<file path="src/rtl/mmcm_drp_reconfig.sv">
// Replays a bank of DRP read-modify-write entries into an MMCM while holding it in reset,
// then releases the reset and waits for lock. Every wait is bounded by a shared timeout counter.
module mmcm_drp_reconfig #(
    parameter int NUM_ENTRIES = 23,
    parameter int TIMEOUT     = 1024
) (
    input  logic        dclk_i,
    input  logic        rst_i,
    input  logic        sen_i,
    input  logic        saddr_i,
    output logic [5:0]  tbl_addr_o,
    input  logic [38:0] tbl_data_i,
    output logic [6:0]  daddr_o,
    output logic [15:0] di_o,
    output logic        den_o,
    output logic        dwe_o,
    input  logic [15:0] do_i,
    input  logic        drdy_i,
    output logic        mmcm_rst_o,
    input  logic        locked_i,
    output logic        srdy_o,
    output logic        busy_o,
    output logic        err_o
);

    typedef enum logic [3:0] {
        IDLE, RESTART, WAIT_UNLOCK, READ, WAIT_RD,
        WRITE, WAIT_WR, RELEASE, WAIT_LOCK, DONE
    } state_e;

    localparam logic [4:0]  LAST_IDX = 5'(NUM_ENTRIES - 1);
    localparam logic [15:0] TO_LAST  = 16'(TIMEOUT - 1);

    state_e      state_q, state_d;
    logic        bank_q, bank_d;
    logic [4:0]  idx_q, idx_d;
    logic        err_q, err_d;
    logic [6:0]  daddr_q, daddr_d;
    logic [15:0] di_q, di_d;
    logic [15:0] mask_q, mask_d;
    logic [15:0] data_q, data_d;
    logic [15:0] cnt_q, cnt_d;
    logic        timed_out;
    logic        in_wait;

    // NOTE: sequential state is updated with <= only; the combinational blocks below use =.
    always_ff @(posedge dclk_i) begin
        if (rst_i) begin
            state_q <= IDLE;
            bank_q  <= 1'b0;
            idx_q   <= '0;
            err_q   <= 1'b0;
            daddr_q <= '0;
            di_q    <= '0;
            mask_q  <= '0;
            data_q  <= '0;
            cnt_q   <= '0;
        end else begin
            state_q <= state_d;
            bank_q  <= bank_d;
            idx_q   <= idx_d;
            err_q   <= err_d;
            daddr_q <= daddr_d;
            di_q    <= di_d;
            mask_q  <= mask_d;
            data_q  <= data_d;
            cnt_q   <= cnt_d;
        end
    end

    always_comb begin
        // NOTE: every _d gets its hold value first so no path through the case can infer a latch.
        state_d   = state_q;
        bank_d    = bank_q;
        idx_d     = idx_q;
        err_d     = err_q;
        daddr_d   = daddr_q;
        di_d      = di_q;
        mask_d    = mask_q;
        data_d    = data_q;
        timed_out = (cnt_q == TO_LAST);
        in_wait   = 1'b0;
        unique case (state_q)
            IDLE: if (sen_i) begin
                bank_d  = saddr_i;
                idx_d   = '0;
                err_d   = 1'b0;
                state_d = RESTART;
            end
            RESTART: state_d = WAIT_UNLOCK;
            WAIT_UNLOCK: begin
                in_wait = 1'b1;
                if (!locked_i)      state_d = READ;
                else if (timed_out) begin err_d = 1'b1; state_d = RELEASE; end
            end
            READ: begin
                daddr_d = tbl_data_i[38:32];
                mask_d  = tbl_data_i[31:16];
                data_d  = tbl_data_i[15:0];
                state_d = WAIT_RD;
            end
            WAIT_RD: begin
                in_wait = 1'b1;
                // A set mask bit keeps the MMCM's current bit; a clear one takes the table bit.
                if (drdy_i) begin
                    di_d    = (do_i & mask_q) | (data_q & ~mask_q);
                    state_d = WRITE;
                end else if (timed_out) begin
                    err_d = 1'b1; state_d = RELEASE;
                end
            end
            WRITE: state_d = WAIT_WR;
            WAIT_WR: begin
                in_wait = 1'b1;
                if (drdy_i) begin
                    if (idx_q == LAST_IDX) state_d = RELEASE;
                    else begin idx_d = idx_q + 5'd1; state_d = READ; end
                end else if (timed_out) begin
                    err_d = 1'b1; state_d = RELEASE;
                end
            end
            RELEASE: state_d = WAIT_LOCK;
            WAIT_LOCK: begin
                in_wait = 1'b1;
                if (locked_i)       state_d = DONE;
                else if (timed_out) begin err_d = 1'b1; state_d = DONE; end
            end
            DONE:    state_d = IDLE;
            default: state_d = IDLE;
        endcase
        // The counter restarts on every state entry and only runs while waiting.
        cnt_d = (state_d != state_q || !in_wait) ? '0 : cnt_q + 16'd1;
    end

    always_comb begin
        den_o      = (state_q == READ) || (state_q == WRITE);
        dwe_o      = (state_q == WRITE);
        mmcm_rst_o = state_q inside {RESTART, WAIT_UNLOCK, READ, WAIT_RD, WRITE, WAIT_WR};
        srdy_o     = (state_q == DONE);
        busy_o     = (state_q != IDLE);
        err_o      = err_q;
        tbl_addr_o = {bank_q, idx_q};
        di_o       = di_q;
        // The read address comes straight from the table; the write reuses the latched copy.
        daddr_o    = (state_q == READ) ? tbl_data_i[38:32] : daddr_q;
    end

endmodule

</file>
<file path="config.mk">
export PLATFORM = sky130hd
export DESIGN_NAME = mmcm_drp_reconfig
export DESIGN_NICKNAME = d
export VERILOG_FILES = /design/src/rtl/mmcm_drp_reconfig.sv
export SDC_FILE = /design/constraint.sdc
export NUM_CORES = 1
export LEC_CHECK = 0
export ABC_AREA = 1
export BUFFER_PORTS_ARGS = -buffer_cell sky130_fd_sc_hd__buf_2
export CELL_PAD_IN_SITES_DETAIL_PLACEMENT = 1
export CELL_PAD_IN_SITES_GLOBAL_PLACEMENT = 1
export CORE_MARGIN = 1
export CORE_UTILIZATION = 37
export CTS_CLUSTER_DIAMETER = 200
export DETAILED_ROUTE_END_ITERATION = 7
export GPL_TIMING_DRIVEN = 0
export PLACE_DENSITY = 0.88
export SLEW_MARGIN = 40
export SYNTH_ARGS = -nofsm -noshare
export SYNTH_HDL_FRONTEND = slang
export SYNTH_SLANG_ARGS = --single-unit
export TNS_END_PERCENT = 50
</file>
<file path="constraint.sdc">
create_clock -name dclk_i -period 1.8 [get_ports dclk_i]
set_input_delay 0.27 -clock dclk_i [delete_from_list [all_inputs] [get_ports dclk_i]]
set_output_delay 0.27 -clock dclk_i [all_outputs]
set_load 0.02 [all_outputs]
</file>
# Word-level counts from Yosys, hierarchy flattened
# Cells that the tools add are included.
# totals
ff_bits	82
input_bits	61
out_inout_bits	35
elab_cells	69
# op_classes
addsub	2
n_eq_ne	18
n_mux	21
bitwise	4
n_reduce_logical	15
# ops
operator	count
$pmux W4 S9	1
$and A16 B16 Y16	2
$mux W4	7
$add A16 B1 Y16 const B	1
$eq A16 B10 Y1 const B	1
$eq A4 B3 Y1 const B	4
$not A16 Y16	1
$or A16 B16 Y16	1
$mux W5	3
$ne A2 B2 Y1 const B	6
$pmux W5 S2	1
$eq A4 B2 Y1 const B	2
$eq A4 B4 Y1 const B	2
$reduce_bool A4 Y1	2
$mux W7	1
$mux W1	6
$reduce_bool A6 Y1	1
$add A5 B1 Y5 const B	1
$eq A5 B5 Y1 const B	1
$reduce_and A5 Y1	1
$eq A4 B1 Y1 const B	1
$logic_not A4 Y1	1
$ne A4 B4 Y1	1
$pmux W1 S4	1
other kinds (8)	11

# Logic depth before layout (Yosys ltp)
# Gate-level depths: netlist of the first run.
# depth
depth_word	7
ltp_mapped	10
depth_no_buf	10

# Worst setup path after synthesis of the first run
# No wires, ideal clock.
# synth_path
kind	register to register
from	register cnt_q[0]
to	register cnt_q[15]
setup_ps	121
arrival_ps	1452
t_required_ps	1679
slack_ps	228
path_stages_with_launch	10
path_buffers	1
synth_period_minus_slack_ps	1572
cell_sequence	dfxtp_1 ha_1 nand3_1 nor2_2 nand2_1 nand2_1 nand2_1 nand4_4 buf_12 nor2_4
# synth_via
elab_chain_cells	7
word_cells_on_any_way	12
classes_between	add/sub: 1; eq/ne: 2; mux: 7; reduce/logical: 2
# synth_lines
item	line	text
start, declared	42	logic [15:0] cnt_q, cnt_d;
start signal, assigned	67	cnt_q <= cnt_d;
$eq A16 B10 Y1	81	timed_out = (cnt_q == TO_LAST);
$mux W4 (on tied branches) (2 in a row)	--	
$pmux W4 S9	83	unique case (state_q)
$ne A4 B4 Y1	132	cnt_d = (state_d != state_q || !in_wait) ? '0 : cnt_q + 16'd1;
$logic_or A1 B1 Y1	132	
$reduce_or A2 Y1 (no line)	--	
# Parallel ways exist; a longest one is shown, timed or not.
# A chain may end at the register's enable or synchronous reset.

# Worst setup path after layout of the first run
# layout_path
from	register state_q[1]
to	output daddr_o[3]
# layout_via
elab_chain_cells	2
# layout_lines
item	line	text
start, declared	34	state_e state_q, state_d;
start signal, assigned	59	state_q <= state_d;
$eq A4 B2 Y1	145	daddr_o = (state_q == READ) ? tbl_data_i[38:32] : daddr_q;
$mux W7	--	
end, declared	13	output logic [6:0] daddr_o,
# No other way between the ends.

==> flow_metrics.env, run 1 <==
export IMPL_cts_made_buffers=9
export IMPL_total_leakage_power_nw=2.11
export IMPL_critPathArrivalTime_ps=1600
export IMPL_path_class="flop to primary output"
export IMPL_grt_pass1_wl_um=19300
export IMPL_avgViaCountPerCell=4.98
export IMPL_fp_dieArea_mm2=0.0104
export IMPL_drt_wirelength_per_cell_um=16.1
export IMPL_die_h_um=102
export IMPL_ios=96
export IMPL_routed_top_layer="met4"
export IMPL_path_delay_family="flip-flops"
export IMPL_area_delta_synth_final_pct=32.2
export IMPL_required_ps=1530
export IMPL_synth_warnings=0
export IMPL_critPathMaxStageDelay_ps=410
export IMPL_drc=0
export IMPL_post_dp_hpwl_um=8600
export IMPL_grt_pass1_vias=3920
export IMPL_min_period_ps=1870
export IMPL_port_buffers=95
export IMPL_htreeDepth=3
export IMPL_placed_cell_area_mm2=0.00435
export IMPL_clock_sinks=82
export IMPL_route_met3_wl_um=563
export IMPL_rows=36
export IMPL_cts_tree="yes"
export IMPL_wl_met1_um=5060
export IMPL_maxSlewHeadroom_pct=56.6
export IMPL_crit_chain="nand2_2 > nor2_4 > inv_4 > buf_6 > o21ai_4 > inv_2 > buf_6"
export IMPL_status="finished with violations"
export IMPL_end_kind="primary output"
export IMPL_place_gp_congestion=0.879
export IMPL_core_mm2=0.00973
export IMPL_async_flop_share_pct=0
export IMPL_drtPass1Iterations=4
export IMPL_routed_wl_um=12400
export IMPL_syn_nets=567
export IMPL_drive_gt1_share_pct=31.5
export IMPL_ys_ff_latch=82
export IMPL_setup_ws_ps=-72.0
export IMPL_fin_skew_ps=12.2
export IMPL_drt_iter0_markers=109
export IMPL_cpMostUsedCell="buf_6"
export IMPL_synth_edf_count=0
export IMPL_clkLatencyLatePin_ps=360
export IMPL_drv_cap=0
export IMPL_yosys_most_used_dff="dfxtp_1"
export IMPL_hp_class="input port to flop"
export IMPL_grt_overflow=0
export IMPL_tightest_slew_ps=652
export IMPL_route_met2_wl_um=6540
export IMPL_path_clk_slew_ps=90
export IMPL_fmax_ghz=0.534
export IMPL_start_util_pct=38.1
export IMPL_clk_path_buf_depth=2
export IMPL_violations="setup timing"
export IMPL_grt_setup_unrepaired="yes"
export IMPL_crit_path_start_kind="flop"
export IMPL_ys_types=31
export IMPL_grt_usage_pct=24.3
export IMPL_path_buf_inv=4
export IMPL_ys_seq_area_share_pct=44.3
export IMPL_ant_nets=0
export IMPL_setup_tns_ps=-357
export IMPL_grt_max_degree=15
export IMPL_vias=3827
export IMPL_syn_inst=503
export IMPL_synth_area_mm2=0.00371
export IMPL_cts_root_buf="clkbuf_8"
export IMPL_design_area_mm2=0.00490
export IMPL_post_route_period_util_pct=104
export IMPL_cpMaxStageDelayCell="dfxtp_2"
export IMPL_hold_viol=0
export IMPL_maxSlewViolCount=0
export IMPL_setup_violations_final=7
export IMPL_powerDensity_mw_per_mm2=763
export IMPL_antenna_found_initial=0
export IMPL_irDropWorstVdd_v=0.000391
export IMPL_fin_nets=693
export IMPL_r2r_slack_ps=60
export IMPL_syn_mean_instance_area_um2=7.37
export IMPL_dieWidth_um=102
export IMPL_crit_fanout=7
## metal layers
layer	vias to the layer above	track usage (%)
met5	-	0
met4	0	8.02
met3	19	5.13
met2	97	44.7
met1	1859	28.0
li1	1852	-
## synthesized netlist by cell type (4+ instances only)
| cell type | instances | area, µm² |
|---|---|---|
| a21oi_1 | 43 | 215 |
| buf_2 | 5 | 25.0 |
| clkbuf_1 | 11 | 41.3 |
| dfxtp_1 | 82 | 1640 |
| inv_1 | 54 | 203 |
| inv_2 | 9 | 33.8 |
| nand2_1 | 82 | 308 |
| nand3_1 | 26 | 130 |
| nor2_1 | 66 | 248 |
| nor2_2 | 4 | 25.0 |
| nor2_4 | 13 | 146 |
| nor3_1 | 6 | 30.0 |
| o21ai_0 | 57 | 285 |
| or2_2 | 5 | 31.3 |
| xor2_1 | 12 | 105 |
## repair_timing
action / in CTS / in global routing
setup endpoints to repair: 19 / 18
gates resized for setup: 30 / 32
buffers inserted: 15 / 5
gates cloned: 0 / 1
hold buffers: 0 / 0
pin swaps: 3 / 7
## metrics by stage
step                      util, %  setup slack [ps]  instances  hold slack [ps]  power [mW]
after global routing         50.4              -156        767              144        3.87
final                        50.4             -72.0        768              133        3.74
after floorplan                 -               228        503              339        2.17
after global placement       44.7             -72.3        731              435        2.32
after CTS                    48.7             -83.6        761              130        3.69
after detailed placement     44.7              -137        731              444        2.34
## layout make-up
class | instances | area (µm²)
multi-input cells | 338 | 1830
well taps | 133 | 166
flip-flops and latches | 82 | 1660
clock inverters | 5 | 62.6
inverters | 64 | 244
repair buffers | 116 | 696
plain buffers | 18 | 110
diodes | 1 | 2.50
clock buffers | 11 | 131
fillers | 1299 | 4830
## worst min-delay path: stages
cell and delay (ps):
buf_2 70, nor2_1 30, nor2_1 80
## flip-flops by register name, indices dropped and copies added, names as in the netlist
register  count
cnt_q        16
data_q       16
di_o         16
mask_q       16
daddr_q       7
idx_q         5
state_q       4
bank_q        1
err_o         1
## kinds of logic (layout without fill, tap and decap cells)
logic type,after synthesis,in the layout,synth area share (%)
simple gates,214,214,27.6
compound gates,106,106,14.4
buf+inv,83,214,9.15
flops,82,82,44.3
xor+xnor,15,15,3.54
fa+ha+maj,3,3,1.01
other cells,0,1,0
## final timing paths
kind                       start          to  depth (start not counted)
setup reg to reg      state_q[3]    cnt_q[5]                         10
hold reg to reg         cnt_q[0]    cnt_q[0]                          1
setup / recovery      state_q[1]  daddr_o[3]                          7
hold / removal    tbl_data_i[23]   mask_q[7]                          3
## layout by cell type, fill, tap and decap left out, types with 4 or more instances in the layout
cell type / n
a21oi_1: 43
buf_2: 92
buf_4: 19
buf_6: 9
clkbuf_1: 12
clkbuf_8: 9
dfxtp_1: 77
inv_1: 49
inv_2: 13
nand2_1: 78
nand2_2: 6
nand3_1: 25
nor2_1: 66
nor2_4: 16
nor3_1: 6
o21ai_0: 54
o21ai_4: 5
or2_4: 4
xor2_1: 12
## where the power goes
group          switching, mW  leakage, nW  internal [mW]
combinational          0.301         1.36          0.194
clock                  0.708       0.0902          0.650
sequential            0.0322        0.665           1.85
total                   1.04         2.11           2.70
(Power assumes the default switching activity.)
==> run 2, diff against run 1 <==
--- a/config.mk
+++ b/config.mk
@@ -15,6 +15,8 @@
 export DETAILED_ROUTE_END_ITERATION = 7
 export GPL_TIMING_DRIVEN = 0
 export PLACE_DENSITY = 0.88
+export RECOVER_POWER = 25
+export SKIP_CTS_REPAIR_TIMING = 1
 export SLEW_MARGIN = 40
 export SYNTH_ARGS = -nofsm -noshare
 export SYNTH_HDL_FRONTEND = slang
==> run 2 against run 1 <==
The run still ends with setup timing left. Routed wire length is 1.8% lower. Count of clock-buffer cells in the layout stayed put. Power is 1.0% lower. Via count is 1.2% lower. First-iteration DRC count is 8.3% lower. Clock power hardly changed. Utilization is 1.2 points lower. Global-route usage is 1.2 points lower. Critical path type unchanged.
==> flow_metrics.env, run 2 (same netlist as run 1, synthesis figures left out) <==
export IMPL_status="finished with violations"
export IMPL_violations="setup timing"
export IMPL_drtPass1Iterations=4
export IMPL_total_power_mw=3.70
export IMPL_ios=96
export IMPL_hold_viol=0
export IMPL_drv_cap=0
export IMPL_vias=3782
export IMPL_grt_pass1_wl_um=18500
export IMPL_fin_skew_ps=9.07
export IMPL_hp_class="input port to flop"
export IMPL_ant_nets=0
export IMPL_clk_path_buf_depth=2
export IMPL_route_met2_wl_um=6370
export IMPL_combPwrFrac_pct=12.6
export IMPL_fin_nets=686
export IMPL_start_util_pct=38.1
export IMPL_setup_ws_ps=-143
export IMPL_layout_commonest_cell="buf_2"
export IMPL_power_frac_seq_pct=51.0
export IMPL_routed_top_layer="met4"
export IMPL_crit_fanout=7
export IMPL_drive_gt1_share_pct=29.0
export IMPL_mostFrequentLayoutCells="buf_2, nand2_1, dfxtp_1"
export IMPL_core_mm2=0.00973
export IMPL_startpoint="state_q[2]"
export IMPL_grt_usage_pct=23.2
export IMPL_wl_met1_um=5000
export IMPL_post_dp_hpwl_um=8600
export IMPL_drt_wirelength_per_cell_um=16.0
export IMPL_clkLatencyLatePin_ps=360
export IMPL_dp_cells=731
export IMPL_required_ps=1530
export IMPL_worst_path_stages=8
export IMPL_reg2reg_to="cnt_q[4]"
export IMPL_cts_made_buffers=9
export IMPL_die_h_um=102
export IMPL_n_antenna_cell=0
export IMPL_crit_path_start_kind="flop"
export IMPL_power_internal_mw=2.68
export IMPL_grt_pass1_vias=3823
export IMPL_end_kind="primary output"
export IMPL_final_cell_count_no_fill=760
export IMPL_grt_setup_unrepaired="yes"
export IMPL_place_gp_congestion=0.879
export IMPL_antenna_found_initial=0
export IMPL_grt_max_degree=15
export IMPL_grt_overflow=0
export IMPL_htreeDepth=3
export IMPL_fp_dieArea_mm2=0.0104
export IMPL_irDropWorstVdd_v=0.000394
export IMPL_fmax_ghz=0.515
export IMPL_powerDensity_mw_per_mm2=774
export IMPL_postLayoutCoreUtil_pct=49.2
export IMPL_worst_r2r_cell_count=9
export IMPL_setup_tns_ps=-751
export IMPL_maxSlewHeadroom_pct=58.8
export IMPL_post_route_period_util_pct=108
export IMPL_cts_root_buf="clkbuf_8"
export IMPL_drt_iter0_markers=100
export IMPL_path_clk_slew_ps=90
export IMPL_dieWidth_um=102
export IMPL_clockPowerShare_pct=36.5
export IMPL_power_switching_mw=1.02
export IMPL_clock_sinks=82
export IMPL_min_period_ps=1940
export IMPL_cpMaxStageDelayCell="dfxtp_4"
export IMPL_routed_wl_um=12200
export IMPL_path_class="flop to primary output"
export IMPL_critPathMaxStageDelay_ps=370
export IMPL_path_delay_family="buffers and inverters"
export IMPL_tightest_slew_ps=619
export IMPL_route_met3_wl_um=567
export IMPL_rows=36
export IMPL_setup_violations_final=8
export IMPL_area_delta_synth_final_pct=29.0
export IMPL_r2r_slack_ps=100
export IMPL_cts_tree="yes"
export IMPL_switching_share_pct=27.6
export IMPL_path_buf_inv=5
export IMPL_total_leakage_power_nw=2.09
export IMPL_critPathCapture="daddr_o[4]"
export IMPL_maxSlewViolCount=0
export IMPL_avgViaCountPerCell=4.98
export IMPL_crit_chain="nor2_4 > inv_2 > nor2_4 > clkinv_4 > buf_8 > o21ai_4 > inv_2 > buf_6"
export IMPL_reg2reg_from="cnt_q[0]"
export IMPL_port_buffers=95
export IMPL_drc=0
export IMPL_critPathArrivalTime_ps=1670
[run 2: through the flow]
stage	setup slack [ps]	instance area, µm²	hold WS, ps
after floorplan	228	3710	339
after global placement	-72.3	4350	435
after detailed placement	-137	4350	444
after CTS	-546	4540	130
after global routing	-268	4780	144
final	-143	4780	138
[run 2: worst reg2reg max path: stages (launching register included)]
cell and delay [ps]:
dfxtp_2 370, ha_1 220, nand3_2 150, nor2_4 160, nand2_1 120, nand2_1 80
nand2_1 110, nand4_4 160, clkbuf_16 200, nor2_4 30
[run 2: per-layer routing]
layer | up-vias | track usage (%)
li1 | 1832 | -
met1 | 1831 | 26.7
met2 | 98 | 41.8
met4 | 0 | 8.13
met5 | - | 0
met3 | 21 | 5.54
[run 2: how the worst min path moves through the flow]
stage / startpoint / end / slack, ps / depth (start not counted)
2_1_floorplan: rst_i / state_q[1] / 340 / 1
3_3_place_gp: data_q[3] / data_q[3] / 430 / 2
3_5_place_dp: data_q[0] / data_q[0] / 440 / 2
4_1_cts: tbl_data_i[23] / mask_q[7] / 130 / 3
5_1_grt: tbl_data_i[25] / mask_q[9] / 140 / 3
6_report: tbl_data_i[25] / mask_q[9] / 140 / 3
[run 2: power groups by stage]
stage / combinational, mW / sequential [mW] / clock, mW
2_1_floorplan: 0.246 / 1.92 / 0
3_3_place_gp: 0.395 / 1.92 / 0
3_5_place_dp: 0.409 / 1.93 / 0
4_1_cts: 0.416 / 1.89 / 1.36
5_1_grt: 0.508 / 1.89 / 1.44
6_report: 0.465 / 1.89 / 1.35
[run 2: final cells by class]
type / instances / area (µm²)
well taps: 133 / 166
fillers: 1297 / 4950
inverters: 64 / 246
plain buffers: 19 / 118
flip-flops and latches: 82 / 1660
clock inverters: 5 / 62.6
clock buffers: 11 / 131
repair buffers: 108 / 619
multi-input cells: 338 / 1780
